[config.mk]
export PLATFORM = sky130hd
export DESIGN_NAME = sipo_word_collector
export DESIGN_NICKNAME = d
export VERILOG_FILES = /design/src/rtl/sipo_word_collector_pkg.sv /design/src/rtl/sipo_shifter.sv /design/src/rtl/sipo_word_collector.sv
export SDC_FILE = /design/constraint.sdc
export NUM_CORES = 1
export LEC_CHECK = 0
export CAP_MARGIN = 15
export CORE_ASPECT_RATIO = 1.4
export CORE_MARGIN = 5
export CORE_UTILIZATION = 35
export DETAILED_ROUTE_END_ITERATION = 7
export GPL_TIMING_DRIVEN = 0
export PLACE_DENSITY = 0.6
export SLEW_MARGIN = 10
export SYNTH_ARGS = -nofsm -noshare
export SYNTH_HDL_FRONTEND = slang
export SYNTH_HIERARCHICAL = 1
export SYNTH_SLANG_ARGS = --single-unit
[constraint.sdc]
create_clock -name clk -period 1.5 [get_ports clk]
set_input_delay 0.3 -clock clk [delete_from_list [all_inputs] [get_ports clk]]
set_output_delay 0.3 -clock clk [all_outputs]
set_load 0.02 [all_outputs]
[src/rtl/sipo_word_collector_pkg.sv]
// Shared defaults and encodings for the serial-to-parallel word collector.
// Holds the bit-order codes and the output holding-register state type.
package sipo_word_collector_pkg;

  localparam int DEFAULT_WIDTH = 8;
  localparam int DEFAULT_CNT_W = 8;

  localparam bit ORDER_LSB_FIRST = 1'b0;
  localparam bit ORDER_MSB_FIRST = 1'b1;

  typedef enum logic {
    ST_EMPTY = 1'b0,
    ST_FULL  = 1'b1
  } out_state_e;

endpackage

[src/rtl/sipo_shifter.sv]
// Serial shift register with bit counter and framing resync.
// Flags the completing edge and exposes the word value that edge produces.
module sipo_shifter
  import sipo_word_collector_pkg::*;
#(
  parameter int WIDTH     = DEFAULT_WIDTH,
  parameter bit MSB_FIRST = ORDER_MSB_FIRST
) (
  input  logic                     clk,
  input  logic                     rstn,
  input  logic                     ser_in,
  input  logic                     ser_valid,
  input  logic                     sync,
  output logic                     word_done,
  output logic [WIDTH-1:0]         word_next,
  output logic [$clog2(WIDTH)-1:0] bit_cnt
);

  localparam int BW = $clog2(WIDTH);
  localparam logic [BW-1:0] LAST = BW'(WIDTH - 1);

  logic [WIDTH-1:0] shreg_q, shreg_d;
  logic [BW-1:0]    cnt_q, cnt_d;

  generate
    if (MSB_FIRST == ORDER_MSB_FIRST) begin : g_msb
      assign word_next = {shreg_q[WIDTH-2:0], ser_in};
    end else begin : g_lsb
      assign word_next = {ser_in, shreg_q[WIDTH-1:1]};
    end
  endgenerate

  // sync overrides a bit arriving on the same edge
  assign word_done = ser_valid && !sync && (cnt_q == LAST);
  assign bit_cnt   = cnt_q;

  always_comb begin
    shreg_d = shreg_q;
    cnt_d   = cnt_q;
    if (sync) begin
      shreg_d = '0;
      cnt_d   = '0;
    end else if (ser_valid) begin
      shreg_d = word_next;
      cnt_d   = word_done ? '0 : cnt_q + 1'b1;
    end
  end

  always_ff @(posedge clk or negedge rstn) begin
    if (!rstn) begin
      shreg_q <= '0;
      cnt_q   <= '0;
    end else begin
      shreg_q <= shreg_d;
      cnt_q   <= cnt_d;
    end
  end

endmodule

[src/rtl/sipo_word_collector.sv]
// Collects serial bits into words and offers them through a one-word
// valid/ready holding register with sticky overflow and delivered-word count.
module sipo_word_collector
  import sipo_word_collector_pkg::*;
#(
  parameter int WIDTH     = DEFAULT_WIDTH,
  parameter bit MSB_FIRST = ORDER_MSB_FIRST,
  parameter int CNT_W     = DEFAULT_CNT_W
) (
  input  logic                     clk,
  input  logic                     rstn,
  input  logic                     ser_in,
  input  logic                     ser_valid,
  input  logic                     sync,
  input  logic                     par_ready,
  input  logic                     clr_ovf,
  output logic [WIDTH-1:0]         par_out,
  output logic                     par_valid,
  output logic                     overflow,
  output logic [$clog2(WIDTH)-1:0] bit_cnt,
  output logic [CNT_W-1:0]         word_cnt
);

  out_state_e       state_q, state_d;
  logic [WIDTH-1:0] par_out_q, par_out_d;
  logic             overflow_q, overflow_d;
  logic [CNT_W-1:0] word_cnt_q, word_cnt_d;

  logic             word_done;
  logic [WIDTH-1:0] word_next;
  logic             accept, load, drop;

  sipo_shifter #(
    .WIDTH     (WIDTH),
    .MSB_FIRST (MSB_FIRST)
  ) u_shifter (
    .clk       (clk),
    .rstn      (rstn),
    .ser_in    (ser_in),
    .ser_valid (ser_valid),
    .sync      (sync),
    .word_done (word_done),
    .word_next (word_next),
    .bit_cnt   (bit_cnt)
  );

  assign accept = (state_q == ST_FULL) && par_ready;
  assign load   = word_done && ((state_q == ST_EMPTY) || par_ready);
  assign drop   = word_done && (state_q == ST_FULL) && !par_ready;

  always_ff @(posedge clk or negedge rstn) begin
    if (!rstn) state_q <= ST_EMPTY;
    else       state_q <= state_d;
  end

  always_comb begin
    state_d = state_q;
    case (state_q)
      ST_EMPTY: if (word_done) state_d = ST_FULL;
      ST_FULL:  if (par_ready && !word_done) state_d = ST_EMPTY;
      default:  state_d = ST_EMPTY;
    endcase
  end

  always_comb begin
    par_valid = (state_q == ST_FULL);
  end

  // A dropped word sets overflow even if a clear arrives on the same edge
  always_comb begin
    par_out_d  = load ? word_next : par_out_q;
    word_cnt_d = accept ? word_cnt_q + 1'b1 : word_cnt_q;
    overflow_d = overflow_q;
    if (drop)         overflow_d = 1'b1;
    else if (clr_ovf) overflow_d = 1'b0;
  end

  always_ff @(posedge clk or negedge rstn) begin
    if (!rstn) begin
      par_out_q  <= '0;
      overflow_q <= 1'b0;
      word_cnt_q <= '0;
    end else begin
      par_out_q  <= par_out_d;
      overflow_q <= overflow_d;
      word_cnt_q <= word_cnt_d;
    end
  end

  assign par_out  = par_out_q;
  assign overflow = overflow_q;
  assign word_cnt = word_cnt_q;

endmodule

### Word-level counts from Yosys, hierarchy flattened

Index checks and enable logic that the tools add are counted.

* register bits after elaboration: 28
* input bits: 7

* $add $sub $neg: 2
* equal/unequal tests: 1
* multiplexer cells: 10
* bitwise operators: 1
* reduce and logical (&&, ||, !) cells: 13

Operator list (count)
* 7-bit two-way mux: 2
* 3-bit two-way mux: 3
* 8-bit by 1-bit adder with 8-bit output (second input constant): 1
* 1-bit logical AND: 7
* 1-bit two-way mux: 4
* 2-bit nonzero test: 2
* 3-bit by 1-bit adder with 3-bit output (second input constant): 1
* 3-bit == test (second input constant): 1
* 1-bit zero test: 3
* 1-bit case mux with 2 select lines: 1
* 1-bit logical OR: 1
* 1-bit NOT: 1

### Longest topological paths before layout

* word-level depth: 7
* depth in mapped cells: 5
* depth with buffers taken out: 5

### By module

The synthesis kept the hierarchy.

By module, submodules not included
* sipo_word_collector: instances 1, cells each 53, area each 714.4 µm²
* sipo_shifter: instances 1, cells each 38, area each 467.9 µm²

### Worst setup path before layout

Ideal clock, no wire load.

* path type: reg-to-reg
* from: register u_shifter.cnt_q[0], in the netlist u_shifter/bit_cnt[0]
* to: register par_out_q[0], in the netlist par_out[0]
* setup time: 0.125 ns
* data arrival time: 1.527 ns
* slack: -0.152 ns
* stages on the path, launching flop included: 6
* buffers on the path: 0
* cell sequence: dfrtp_1 -> ha_1 -> ha_1 -> and2_2 -> nand2_2 -> mux2_2

* word-level cells in the longest chain between the ends: 3

RTL lines
* start, declared: line sipo_shifter.sv:23 `logic [BW-1:0] cnt_q, cnt_d;`
* start signal, assigned: line sipo_shifter.sv:55 `cnt_q <= cnt_d;`
* 3-bit == test: line sipo_shifter.sv:34 `assign word_done = ser_valid && !sync && (cnt_q == LAST);`
* 1-bit logical AND: line sipo_shifter.sv:34
* net word_done: line sipo_word_collector.sv:29 `logic word_done;`
* 1-bit logical AND: line sipo_word_collector.sv:48 `assign load = word_done && ((state_q == ST_EMPTY) || par_ready);`
* end signal, assigned: line sipo_word_collector.sv:84 `par_out_q <= par_out_d;`
* end, declared: line sipo_word_collector.sv:25 `logic [WIDTH-1:0] par_out_q, par_out_d;`

The timed path passes the listed nets, and every way through them passes these cells.
A chain may end at the register's enable or synchronous reset.

### Worst setup path after layout

* from: register u_shifter.cnt_q[0], in the netlist u_shifter/bit_cnt[0]
* to: register par_out_q[2], in the netlist par_out[2]

Same word-level chain as after synthesis.

==> results.rst <==
.. list-table::
   :header-rows: 1

   * - Metric
     - Value
   * - Number of antenna diodes
     - 0
   * - Largest net degree at the start of global routing
     - 17
   * - Buffers & Inverters on Critical Path
     - 0
   * - Met3 WL post-DR
     - 146 um
   * - Wire length reported by the detailed router
     - around 2200 um
   * - Path category of the worst min-delay check
     - input port to flop
   * - Post-DR vias/cell
     - between 4 and 5
   * - Total routed wire length on the met1 layer
     - about 940 um
   * - Post-synthesis instance total
     - 91
   * - Synthesized net count
     - around 100
   * - Clock buffers created by TritonCTS
     - 3
   * - Vias post-DR
     - 765
   * - Flip-flop and latch count after synthesis
     - 28
   * - First-pass GRT wire length
     - 3630 um
   * - Number of max-slew violations in the final report
     - 0
   * - Top area cells in the synthesized netlist
     - sky130_fd_sc_hd__dfrtp_1, sky130_fd_sc_hd__mux2i_1, sky130_fd_sc_hd__mux2_1, sky130_fd_sc_hd__mux2_2, sky130_fd_sc_hd__nor2_1
   * - Leak
     - about 0.90 nW
   * - Remaining Overflow, GRT
     - 0
   * - Placeable core region
     - 3320 um^2
   * - Hold bufs inserted after CTS
     - 0
   * - Detailed route wirelength on metal2
     - roughly 1100 um
   * - Quantity of I/O buffers inserted on ports
     - 25
   * - Sequential Power Share
     - 0.535
   * - Worst endpoint required time
     - between 1.5 and 2 ns
   * - Gate power share
     - 0.063
   * - Most used cell, CP
     - sky130_fd_sc_hd__ha_4
   * - Fraction of the yosys area taken by sequential cells
     - 0.593
   * - Count of boundary I/O pins
     - 28
   * - DP Wirelength
     - 1580 um
   * - Clock net sink count
     - 28
   * - Worst Setup Slack post-DPL
     - -0.111 ns
   * - Worst-margin pin slew
     - 0.704 ns
   * - Run status
     - complete, no violations
   * - CP top delay family
     - flip-flops
   * - Period Utilization, post-route
     - 0.970
   * - Site row count
     - 25
   * - Setup clock skew after layout
     - approximately 0.0025 ns
   * - Synthesized area divided by synthesized cell count
     - about 13 um^2
   * - Post-synth EDFFs
     - 0
   * - Net count of the finished layout
     - 132
   * - Number of antenna violations at the first check in global routing
     - 0
   * - Share of the core filled with cells in the final layout
     - 0.491
   * - Internal power consumption
     - ~0.0012 W
   * - Highest metal layer with signal wires
     - met4
   * - Register-to-register path setup slack
     - between 0.04 and 0.05 ns
   * - Cell Pwr Density
     - 887 nW/um^2
   * - Overall Power
     - between 0.001 and 0.0015 W
   * - Critical Path Fanout Max
     - 8
   * - Primary flip-flop cell chosen by synthesis mapping
     - sky130_fd_sc_hd__dfrtp_1
   * - Number of different library cells in the post-synthesis netlist
     - 22
   * - Yosys warns
     - 6
   * - CTS tree
     - done
   * - Full die area
     - around 4700 um^2
   * - Cell chain of the critical path
     - ha_4, ha_4, and2_4, nand2_8, mux2_4
   * - Die X-Extent
     - ~59 um
   * - H-tree depth reported by CTS
     - 1
   * - Cell total after placement
     - ~160
   * - Maximum operating frequency
     - 687 MHz
   * - Critical path type
     - flop to flop
   * - Relative slew margins
     - 0.529
   * - Syn Std Cell Area
     - 1180 um^2
   * - Area grow syn2layout
     - 37.7%
   * - Clock input transition at the sequential cells of the worst setup and hold paths
     - ~0.090 ns
   * - Total track usage
     - 0.100
   * - Clock Power Share
     - 0.402
   * - Crit-path max cell delay
     - approximately 0.45 ns
   * - Count of placed standard cells in the final layout, fillers left out
     - roughly 160
   * - Die boundary height
     - 78.8 um
   * - Drt first pass iters
     - 3
   * - Number of global-route vias before repair
     - between 700 and 800
   * - IR Drop Worst-Case VDD
     - ~0.95 mV
   * - DRC violation count after routing
     - 0
   * - Worst-skew pair later-pin latency
     - 0.27 ns
   * - CTS root buf
     - sky130_fd_sc_hd__clkbuf_8
   * - Critical path launch point type
     - flop
   * - Initial core utilization
     - 0.357
   * - Switching part of the total
     - 0.193
   * - Cell accounting for the most synthesized area
     - sky130_fd_sc_hd__dfrtp_1
   * - Critical path data arrival time
     - around 1.6 ns
   * - Max-capacitance violation count
     - 0
   * - Worst path slowest cell
     - sky130_fd_sc_hd__dfrtp_2
   * - Final setup violating endpoints
     - 0
   * - FFs w/ async S/R, synth
     - 1.00
   * - Number of nets still failing antenna checks after routing
     - 0
   * - Area share of the largest cell type after synthesis
     - 0.593
   * - Routability-driven placement congestion ratio
     - approximately 0.76
   * - DRT iter0 DRCs
     - 12
   * - Fin worst setup slack
     - ~0.045 ns
   * - Wire length per cell
     - 13.6 um
   * - Time the worst path needs with I/O delays and setup
     - roughly 1.5 ns
   * - Total count of hold-check failures in the final report
     - 0
   * - Kind of capture point of the worst setup path
     - flop
   * - Deepest clock path buffer count
     - 2
   * - Fraction of final layout cells with drive strength greater than 1
     - 0.215
   * - Switching power summed over all nets
     - between 0.0002 and 0.0003 W
==> cell usage in the layout (no fill, tap or decap) <==
cell | Yosys | routed
sky130_fd_sc_hd__nand2_8 | 0 | 1
sky130_fd_sc_hd__xor2_1 | 5 | 5
sky130_fd_sc_hd__a32o_1 | 1 | 1
sky130_fd_sc_hd__inv_1 | 3 | 3
sky130_fd_sc_hd__mux2_2 | 4 | 1
sky130_fd_sc_hd__buf_6 | 2 | 2
sky130_fd_sc_hd__clkbuf_8 | 0 | 3
sky130_fd_sc_hd__ha_4 | 0 | 2
sky130_fd_sc_hd__xnor2_1 | 2 | 2
sky130_fd_sc_hd__nor2_1 | 12 | 12
sky130_fd_sc_hd__mux2i_1 | 8 | 8
sky130_fd_sc_hd__nor4_2 | 1 | 1
sky130_fd_sc_hd__bufinv_16 | 0 | 1
sky130_fd_sc_hd__clkdlybuf4s50_1 | 0 | 4
sky130_fd_sc_hd__and2_4 | 0 | 1
sky130_fd_sc_hd__nand2b_1 | 1 | 1
sky130_fd_sc_hd__nand2_1 | 6 | 6
sky130_fd_sc_hd__nor3_1 | 2 | 2
sky130_fd_sc_hd__dfrtp_2 | 0 | 2
sky130_fd_sc_hd__buf_16 | 0 | 1
sky130_fd_sc_hd__o22ai_1 | 1 | 1
sky130_fd_sc_hd__nand3_1 | 2 | 2
sky130_fd_sc_hd__ha_1 | 3 | 1
sky130_fd_sc_hd__dlygate4sd2_1 | 0 | 21
sky130_fd_sc_hd__a22o_2 | 1 | 1
sky130_fd_sc_hd__nor2b_4 | 1 | 1
sky130_fd_sc_hd__mux2_4 | 0 | 8
sky130_fd_sc_hd__buf_4 | 1 | 1
sky130_fd_sc_hd__dfrtp_1 | 28 | 26
==> cells by family (layout without fill, tap and decap cells) <==
family	Yosys count	after routing	share of synthesized area
adder cells (fa/ha/maj)	3	3	0.0317
AO/OA/AOI/OAI	3	3	0.0222
flip-flops	28	28	0.593
AND/OR/NAND/NOR	27	27	0.113
XOR/XNOR	7	7	0.0519
buffers and inverters	6	36	0.0349
multiplexers	17	17	0.153
==> synth_stat cells (2+ instances only) <==
library cell and count:
sky130_fd_sc_hd__buf_6 2, sky130_fd_sc_hd__dfrtp_1 28, sky130_fd_sc_hd__ha_1 3, sky130_fd_sc_hd__inv_1 3, sky130_fd_sc_hd__mux2_1 5, sky130_fd_sc_hd__mux2_2 4
sky130_fd_sc_hd__mux2i_1 8, sky130_fd_sc_hd__nand2_1 6, sky130_fd_sc_hd__nand3_1 2, sky130_fd_sc_hd__nor2_1 12, sky130_fd_sc_hd__nor3_1 2, sky130_fd_sc_hd__xnor2_1 2
sky130_fd_sc_hd__xor2_1 5
==> sequential cells by signal (all words and copies together), names as in the netlist <==
register,cells
overflow,1
par_out,8
par_valid,1
u_shifter/bit_cnt,3
u_shifter/shreg_q,7
word_cnt,8
==> final timing paths <==
kind,end,cells after the start,from
max in group asynchronous,u_shifter/shreg_q[1],2,rstn
min in group asynchronous,overflow,1,rstn
hold reg to reg,word_cnt[7],1,word_cnt[7]
setup reg to reg,par_out[2],5,u_shifter/bit_cnt[0]
hold / removal,u_shifter/bit_cnt[1],2,sync
setup / recovery,par_out[2],5,u_shifter/bit_cnt[0]
==> metrics by stage <==
step / cell area (um^2) / TNS, ns / hold slack [ns]
5_1_grt: 1630 / -0.000122 / 0.222
4_1_cts: 1580 / 0 / 0.229
6_report: 1630 / 0 / 0.232
3_3_place_gp: 1500 / -9.47 / 0.459
2_1_floorplan: 1200 / 0 / 0.00441
3_5_place_dp: 1520 / -0.887 / 0.462
==> layer usage <==
layer,vias up,track usage
met1,380,0.121
li1,361,-
met3,2,0.0228
met4,0,0.0408
met2,22,0.168
met5,-,0
==> final cells by class <==
class,count,area (um^2)
plain buffers,3,30.0
flip-flops and latches,28,703
repair buffers,26,251
clock buffers,3,41.3
clock inverters,1,30.0
multi-input cells,57,510
well taps,40,50.0
fillers,333,1690
inverters,3,11.3
==> repair_timing <==
item / 4_1_cts / 5_1_grt
setup buffers: 0 / 0
gates resized for setup: 22 / 10
endpoints found under the setup margin: 29 / 8
==> power groups by stage <==
stage | Sequential (W) | Combinational [W] | Clock (W)
after global placement | 0.000785 | 0.0000845 | 0
after global routing | 0.000775 | 0.000104 | 0.000640
after detailed placement | 0.000786 | 0.0000953 | 0
final | 0.000773 | 0.0000910 | 0.000580
after floorplan | 0.000791 | 0.0000367 | 0
after CTS | 0.000770 | 0.0000919 | 0.000600
(Power assumes the default switching activity.)
